File: config.mk
export PLATFORM = sky130hd
export DESIGN_NAME = mem_scheduler
export DESIGN_NICKNAME = d
export VERILOG_FILES = /design/src/rtl/mem_scheduler_pkg.sv /design/src/rtl/mem_scheduler_rr_arb2.sv /design/src/rtl/mem_scheduler.sv
export SDC_FILE = /design/constraint.sdc
export NUM_CORES = 1
export LEC_CHECK = 0
export ABC_CLOCK_PERIOD_IN_PS = 11500
export CAP_MARGIN = 20
export CORE_UTILIZATION = 48
export CTS_CLUSTER_SIZE = 12
export DETAILED_ROUTE_END_ITERATION = 12
export HOLD_SLACK_MARGIN = 0.08
export PLACE_DENSITY = 0.77
export SLEW_MARGIN = 20
export SYNTH_ARGS = -nofsm -noshare
export SYNTH_HDL_FRONTEND = slang
export SYNTH_SLANG_ARGS = --single-unit
File: constraint.sdc
create_clock -name clk_in -period 11.5 [get_ports clk_in]
set_clock_uncertainty 0.15 [all_clocks]
set_input_delay 1.725 -clock clk_in [delete_from_list [all_inputs] [get_ports clk_in]]
set_output_delay 1.725 -clock clk_in [all_outputs]
set_load 0.02 [all_outputs]
File: src/rtl/mem_scheduler_pkg.sv
// Shared definitions for the byte-serial memory scheduler: FSM states,
// access size codes, IO region decode and requester identifiers.
package mem_scheduler_pkg;

    typedef enum logic [1:0] {
        ST_IDLE  = 2'd0,
        ST_IC_RD = 2'd1,
        ST_LS_RD = 2'd2,
        ST_LS_WR = 2'd3
    } state_t;

    localparam logic [1:0] SZ_B = 2'd0;
    localparam logic [1:0] SZ_H = 2'd1;
    localparam logic [1:0] SZ_W = 2'd2;

    // Address bits [17:16] equal to this value select the IO region.
    localparam logic [1:0] IO_SEL = 2'b11;

    localparam logic REQ_IC = 1'b0;
    localparam logic REQ_LS = 1'b1;

    // Byte count of a load/store; the illegal code 3 behaves as a word.
    function automatic logic [2:0] size_bytes(input logic [1:0] sz);
        case (sz)
            SZ_B:    return 3'd1;
            SZ_H:    return 3'd2;
            default: return 3'd4;
        endcase
    endfunction

    function automatic logic is_io(input logic [1:0] sel);
        return sel == IO_SEL;
    endfunction

endpackage

File: src/rtl/mem_scheduler_rr_arb2.sv
// Two-requester round-robin arbiter. On a tie the requester that was not
// granted last wins; the history only advances when a grant is issued.
module rr_arb2
    import mem_scheduler_pkg::*;
(
    input  logic clk_in,
    input  logic rst_in,
    input  logic en,
    input  logic req_ic,
    input  logic req_ls,
    output logic grant_ic,
    output logic grant_ls
);

    logic last_grant;

    // Grant decision from the current requests and the last winner.
    always_comb begin
        grant_ls = en && req_ls && (!req_ic || last_grant == REQ_IC);
        grant_ic = en && req_ic && !grant_ls;
    end

    // Remember who was served; icache after reset so the LSB wins the first tie.
    always_ff @(posedge clk_in or posedge rst_in) begin
        if (rst_in) begin
            last_grant <= REQ_IC;
        end else if (grant_ic) begin
            last_grant <= REQ_IC;
        end else if (grant_ls) begin
            last_grant <= REQ_LS;
        end
    end

endmodule

File: src/rtl/mem_scheduler.sv
// Byte-serial scheduler for the single 8-bit RAM port, shared between the
// icache refill path and the load/store buffer.
//
// state    | meaning
// ---------+-----------------------------------------------------------
// ST_IDLE  | no transfer; grant taken here (not in a done cycle)
// ST_IC_RD | icache line refill, one byte address per cycle
// ST_LS_RD | 1/2/4-byte load
// ST_LS_WR | 1/2/4-byte store, IO stores gated by io_buffer_full
module mem_scheduler
    import mem_scheduler_pkg::*;
#(
    parameter int LINE_BYTES = 16
) (
    input  logic                    clk_in,
    input  logic                    rst_in,
    input  logic                    rdy_in,
    input  logic                    clear_in,
    input  logic [7:0]              mem_din,
    output logic [7:0]              mem_dout,
    output logic [31:0]             mem_a,
    output logic                    mem_wr,
    input  logic                    io_buffer_full,
    input  logic                    ic_req,
    input  logic [31:0]             ic_addr,
    output logic                    ic_done,
    output logic [8*LINE_BYTES-1:0] ic_data,
    input  logic                    ls_req,
    input  logic                    ls_we,
    input  logic [1:0]              ls_size,
    input  logic [31:0]             ls_addr,
    input  logic [31:0]             ls_wdata,
    output logic                    ls_done,
    output logic [31:0]             ls_rdata
);

    localparam int CW = $clog2(LINE_BYTES) + 1;

    state_t                  state;
    logic [CW-1:0]           cnt;
    logic [CW-1:0]           len;
    logic [CW-1:0]           cnt_nxt;
    logic [CW-1:0]           cnt_m1;
    logic [31:0]             base;
    logic                    io_q;
    logic                    wr_act;
    logic [8*LINE_BYTES-1:0] buf_q;
    logic [8*LINE_BYTES-1:0] line_cap;
    logic [7:0]              cap_byte;
    logic [7:0]              din_q;
    logic                    stall_q;
    logic                    arb_en;
    logic                    grant_ic;
    logic                    grant_ls;

    assign arb_en = rdy_in && (state == ST_IDLE) && !clear_in && !ic_done && !ls_done;
    assign mem_wr = wr_act && rdy_in && !(io_q && io_buffer_full);

    rr_arb2 u_arb (
        .clk_in   (clk_in),
        .rst_in   (rst_in),
        .en       (arb_en),
        .req_ic   (ic_req),
        .req_ls   (ls_req),
        .grant_ic (grant_ic),
        .grant_ls (grant_ls)
    );

    // The RAM keeps answering while rdy_in is low, so the byte that was due in
    // the first stalled cycle is parked here and used when the stall ends.
    always_ff @(posedge clk_in or posedge rst_in) begin
        if (rst_in) begin
            din_q   <= 8'h00;
            stall_q <= 1'b0;
        end else if (!rdy_in) begin
            if (!stall_q) begin
                din_q <= mem_din;
            end
            stall_q <= 1'b1;
        end else begin
            stall_q <= 1'b0;
        end
    end

    // Shift buffer with the byte arriving this cycle merged in at cnt-1.
    always_comb begin
        cap_byte = stall_q ? din_q : mem_din;
        cnt_nxt  = cnt + CW'(1);
        cnt_m1   = cnt - CW'(1);
        line_cap = buf_q;
        for (int i = 0; i < LINE_BYTES; i++) begin
            if (cnt != '0 && cnt_m1 == CW'(i)) begin
                line_cap[8*i +: 8] = cap_byte;
            end
        end
    end

    // Transfer sequencer: grant, per-byte bus cycles, completion and abort.
    always_ff @(posedge clk_in or posedge rst_in) begin
        if (rst_in) begin
            state    <= ST_IDLE;
            cnt      <= '0;
            len      <= '0;
            base     <= 32'h0;
            io_q     <= 1'b0;
            wr_act   <= 1'b0;
            buf_q    <= '0;
            mem_a    <= 32'h0;
            mem_dout <= 8'h00;
            ic_done  <= 1'b0;
            ls_done  <= 1'b0;
            ic_data  <= '0;
            ls_rdata <= 32'h0;
        end else if (rdy_in) begin
            ic_done <= 1'b0;
            ls_done <= 1'b0;
            case (state)
                ST_IDLE: begin
                    if (grant_ic) begin
                        state <= ST_IC_RD;
                        base  <= ic_addr;
                        mem_a <= ic_addr;
                        len   <= CW'(LINE_BYTES);
                        io_q  <= 1'b0;
                        cnt   <= '0;
                        buf_q <= '0;
                    end else if (grant_ls) begin
                        state  <= ls_we ? ST_LS_WR : ST_LS_RD;
                        base   <= ls_addr;
                        mem_a  <= ls_addr;
                        len    <= CW'(size_bytes(ls_size));
                        io_q   <= is_io(ls_addr[17:16]);
                        cnt    <= '0;
                        buf_q  <= '0;
                        wr_act <= ls_we;
                        if (ls_we) begin
                            mem_dout <= ls_wdata[7:0];
                        end
                    end
                end
                ST_IC_RD, ST_LS_RD: begin
                    // IO loads have side effects in the device, so they finish.
                    if (clear_in && !(state == ST_LS_RD && io_q)) begin
                        state <= ST_IDLE;
                        cnt   <= '0;
                    end else if (cnt == len) begin
                        state <= ST_IDLE;
                        cnt   <= '0;
                        buf_q <= line_cap;
                        if (state == ST_IC_RD) begin
                            ic_data <= line_cap;
                            ic_done <= 1'b1;
                        end else begin
                            ls_rdata <= line_cap[31:0];
                            ls_done  <= 1'b1;
                        end
                    end else begin
                        buf_q <= line_cap;
                        cnt   <= cnt_nxt;
                        if (cnt_nxt < len) begin
                            mem_a <= base + 32'(cnt_nxt);
                        end
                    end
                end
                ST_LS_WR: begin
                    if (mem_wr) begin
                        if (cnt_nxt == len) begin
                            state   <= ST_IDLE;
                            cnt     <= '0;
                            wr_act  <= 1'b0;
                            ls_done <= 1'b1;
                        end else begin
                            cnt      <= cnt_nxt;
                            mem_a    <= base + 32'(cnt_nxt);
                            mem_dout <= ls_wdata[{cnt_nxt[1:0], 3'b000} +: 8];
                        end
                    end
                end
            endcase
        end
    end

endmodule
==> impl_metrics.csv <==
group,metric,value,unit
outcome,status,"finished, final reports clean",
timing,slew_headroom,28.6,%
routing,vias_per_cell,5.81,
synth,synth_warnings,0,
setup_path,worst-setup-path-type,"input port to output port",
final_layout,final_cell_mix,"385 x dfrtp_1, 316 x clkdlybuf4s50_1, 282 x nand2_1",
synth,synthXorXnorAreaFrac,1.71,%
clock_tree,tritoncts,"done",
synth,syn_avg_cell_area,10.5,um^2
clock_tree,clock-sinks,385,
synth,synth-seq-cells,385,
global_route,grtUsageTotal,26.3,%
power,total_power,2.76,mW
floorplanning,die_h,195,um
timing,final-max-slew-violation-count,0,
timing,min_period_over_period,46.7,%
routing,vias,14200,
setup_path,r2r_setup_slack,7.10,ns
setup_path,reg2reg_to,"mem_a[29]",
timing,rsz0062_at_grt,"false",
floorplanning,num_io_pins,317,
flow_run,cap_violations,0,
setup_path,crit_cells,4,
timing,finalSetupViolCount,0,
final_layout,final_cells,2446,
placement,dpl_cell_area,21200,um^2
routing,initialDrtViolationCount,1072,
timing,fin_tns_setup,0,ns
floorplanning,start_util,48.7,%
clock_tree,clk_pin_slew_worst_paths,0.06,ns
setup_path,endpoint,"mem_wr",
final_layout,final_area,22600,um^2
global_route,grt_pass1_wl,79300,um
placement,hpwl,33700,um
timing,worst_pin_slew,1.07,ns
setup_path,path_cells,"clkdlybuf4s50_1 -> a21boi_0 -> and2_1 -> clkdlybuf4s50_1",
timing,hold_viol,0,
global_route,grt_pass1_vias,14300,
setup_path,crit_start,"io_buffer_full",
floorplanning,die_w,195,um
setup_path,worstSetupStartpointType,"input port",
synth,synth.area.mux_share,12.6,%
placement,io_buffers,316,
clock_tree,cts-root-buf,"clkbuf_16",
clock_tree,clk_path_buf_depth,3,
setup_path,worstPathRequired,9.63,ns
placement,dp.cells,2372,
worst_hold_path,hold_class,"flip-flop to flip-flop",
setup_path,slowest_delay,0.59,ns
setup_path,r2r-start,"cnt[0]",
setup_path,crit_family,"buffers and inverters",
clock_tree,postCtsHoldBufs,0,
routing,totalWireLength,49700,um
clock_tree,cts_max_level,2,
routing,drc,0,
synth,syn_nets,1828,
final_layout,drive_gt1_share,11.1,%
timing,finalCriticalPeriod,5.37,ns
floorplanning,coreArea,36600,um^2
synth,syn_inst,1693,
clock_tree,clk_latency,0.55,ns
routing,wire_per_inst,20.3,um
placement,place_congestion,0.861,
final_layout,final_common_cell,"dfrtp_1",
synth,synth_edf_count,0,
floorplanning,num_rows,70,
clock_tree,cts_made_buffers,41,
final_layout,nets,2083,
setup_path,rr_worst_depth,10,
setup_path,cp_common_cell,"clkdlybuf4s50_1",
routing,dr.pass1.iters,5,
global_route,antenna_found_initial,4,
setup_path,path_max_fanout,3,
synth,synth_compound_area_share,15.3,%
synth,synth-seq-area-share,54.0,%
setup_path,cp_num_buf_inv,2,
setup_path,cp-end-kind,"output port",
clock_tree,post_cts_resized,0,
routing,ant_nets,0,
floorplanning,die-area,37900,um^2
global_route,gr-total-overflow,0,
power,max-vdd-ir-drop,0.0000924,V
global_route,grt_max_degree,190,
synth,ys_types,59,
synth,synth_adder_area_share,1.51,%
synth,synth_top_family_by_area,"compound AO/OA/AOI/OAI gates",
power,leakage,10.1,nW
final_layout,synthToLayoutAreaGrowth,26.5,%
timing,fmax,186,MHz
synth,ys.flop_type,"dfrtp_1",
setup_path,worstPathArrival,3.50,ns
power,p_per_area,122,nW/um^2
synth,synthSimpleGateAreaFrac,11.3,%
clock_tree,cts_setup_buffers,0,
synth,async_flop_share,100,%
setup_path,cpMaxStageDelayCell,"clkdlybuf4s50_1",
synth,synth_area,17800,um^2
worst_hold_path,hold_depth,2,
cells in the mapped netlist (all sizes together), types with 3 or more instances:
master,number,area [um^2]
a211oi,3,22.5
a21bo,13,130
a21boi,3,22.5
a21o,8,60.1
a21oi,50,250
a31oi,3,25.0
and3,6,37.5
buf,38,228
clkbuf,85,319
dfrtp,385,9630
ha,20,250
inv,23,86.3
mux2,102,1160
mux2i,109,1090
nand2,290,1110
nand2b,5,31.3
nand3,50,255
nand4,12,75.1
nor2,57,214
nor2b,7,43.8
nor3,7,40.0
nor3b,4,50.1
nor4,5,31.3
o2111ai,5,43.8
o211ai,45,343
o21ai,219,1100
o22ai,11,68.8
o2bb2ai,65,569
or3,5,31.3
xnor2,32,288
cells by family after synthesis:
| family | Yosys count |
|---|---|
| AOI/OAI and AO/OA | 437 |
| xor gates and xnor gates | 34 |
| adders and majority gates | 21 |
| buffers and inverters | 146 |
| DFF | 385 |
| muxes | 211 |
| and+or+nand+nor | 459 |
layout make-up:
| class | instances | area, um^2 |
|---|---|---|
| Antenna cell | 4 | 10.0 |
| Clock inverter | 7 | 65.1 |
| Timing Repair Buffer | 335 | 3340 |
| Fill cell | 2962 | 14000 |
| Clock buffer | 62 | 1220 |
| Tap cell | 468 | 586 |
| Multi-Input combinational cell | 1162 | 7630 |
| Sequential cell | 385 | 9630 |
| Inverter | 23 | 90.1 |
per-layer routing:
layer  global-route usage (%)  wire, um
met1                     36.5     21500
met2                     41.1     23100
met4                     11.3      1980
met3                     4.36      3130
met5                        0         0
worst min-delay path by stage:
| stage | start | end |
|---|---|---|
| final | ic_data[122] | ic_data[122] |
| after detailed placement | buf_q[23] | buf_q[23] |
| after CTS | ic_data[122] | ic_data[122] |
| after global placement | mem_a[0] | mem_a[0] |
| after floorplan | buf_q[64] | buf_q[64] |
| after global routing | buf_q[126] | buf_q[126] |
sequential cells by signal, summed over array words and instances, names as in the netlist:
signal and count:
cnt 5, state 2, base 32, ls_done 1, mem_dout 8, len 4
io_q 1, mem_a 32, ic_data 128, u_arb.last_grant 1, din_q 8, ic_done 1
wr_act 1, stall_q 1, buf_q 128, ls_rdata 32
report_power, final:
group / internal (mW) / switching (mW)
Sequential: 1.36 / 0.00568
Combinational: 0.0535 / 0.0735
Clock: 0.731 / 0.538
Total: 2.14 / 0.617
through the flow:
| stage | worst slack (ns) | hold WS, ns | util (%) |
|---|---|---|---|
| floorplan | 4.45 | 0.299 | - |
| global placement | 5.99 | 0.312 | 58.0 |
| detailed placement | 5.89 | 0.321 | 58.0 |
| CTS | 6.13 | 0.333 | 61.5 |
| global route | 6.07 | 0.348 | 61.7 |
| finish | 6.13 | 0.330 | 61.7 |
worst register-to-register path, cell delays in order (launching register included):
cell       delay (ns)
dfrtp_1          0.32
buf_4            0.26
inv_1            0.18
ha_1             0.74
ha_1             0.37
nor2b_1          0.14
o2111ai_1        0.18
o2111ai_1        0.12
or4_2            1.15
or2_1            0.48
o211ai_1         0.21
Power figures use the tool's default switching activity.
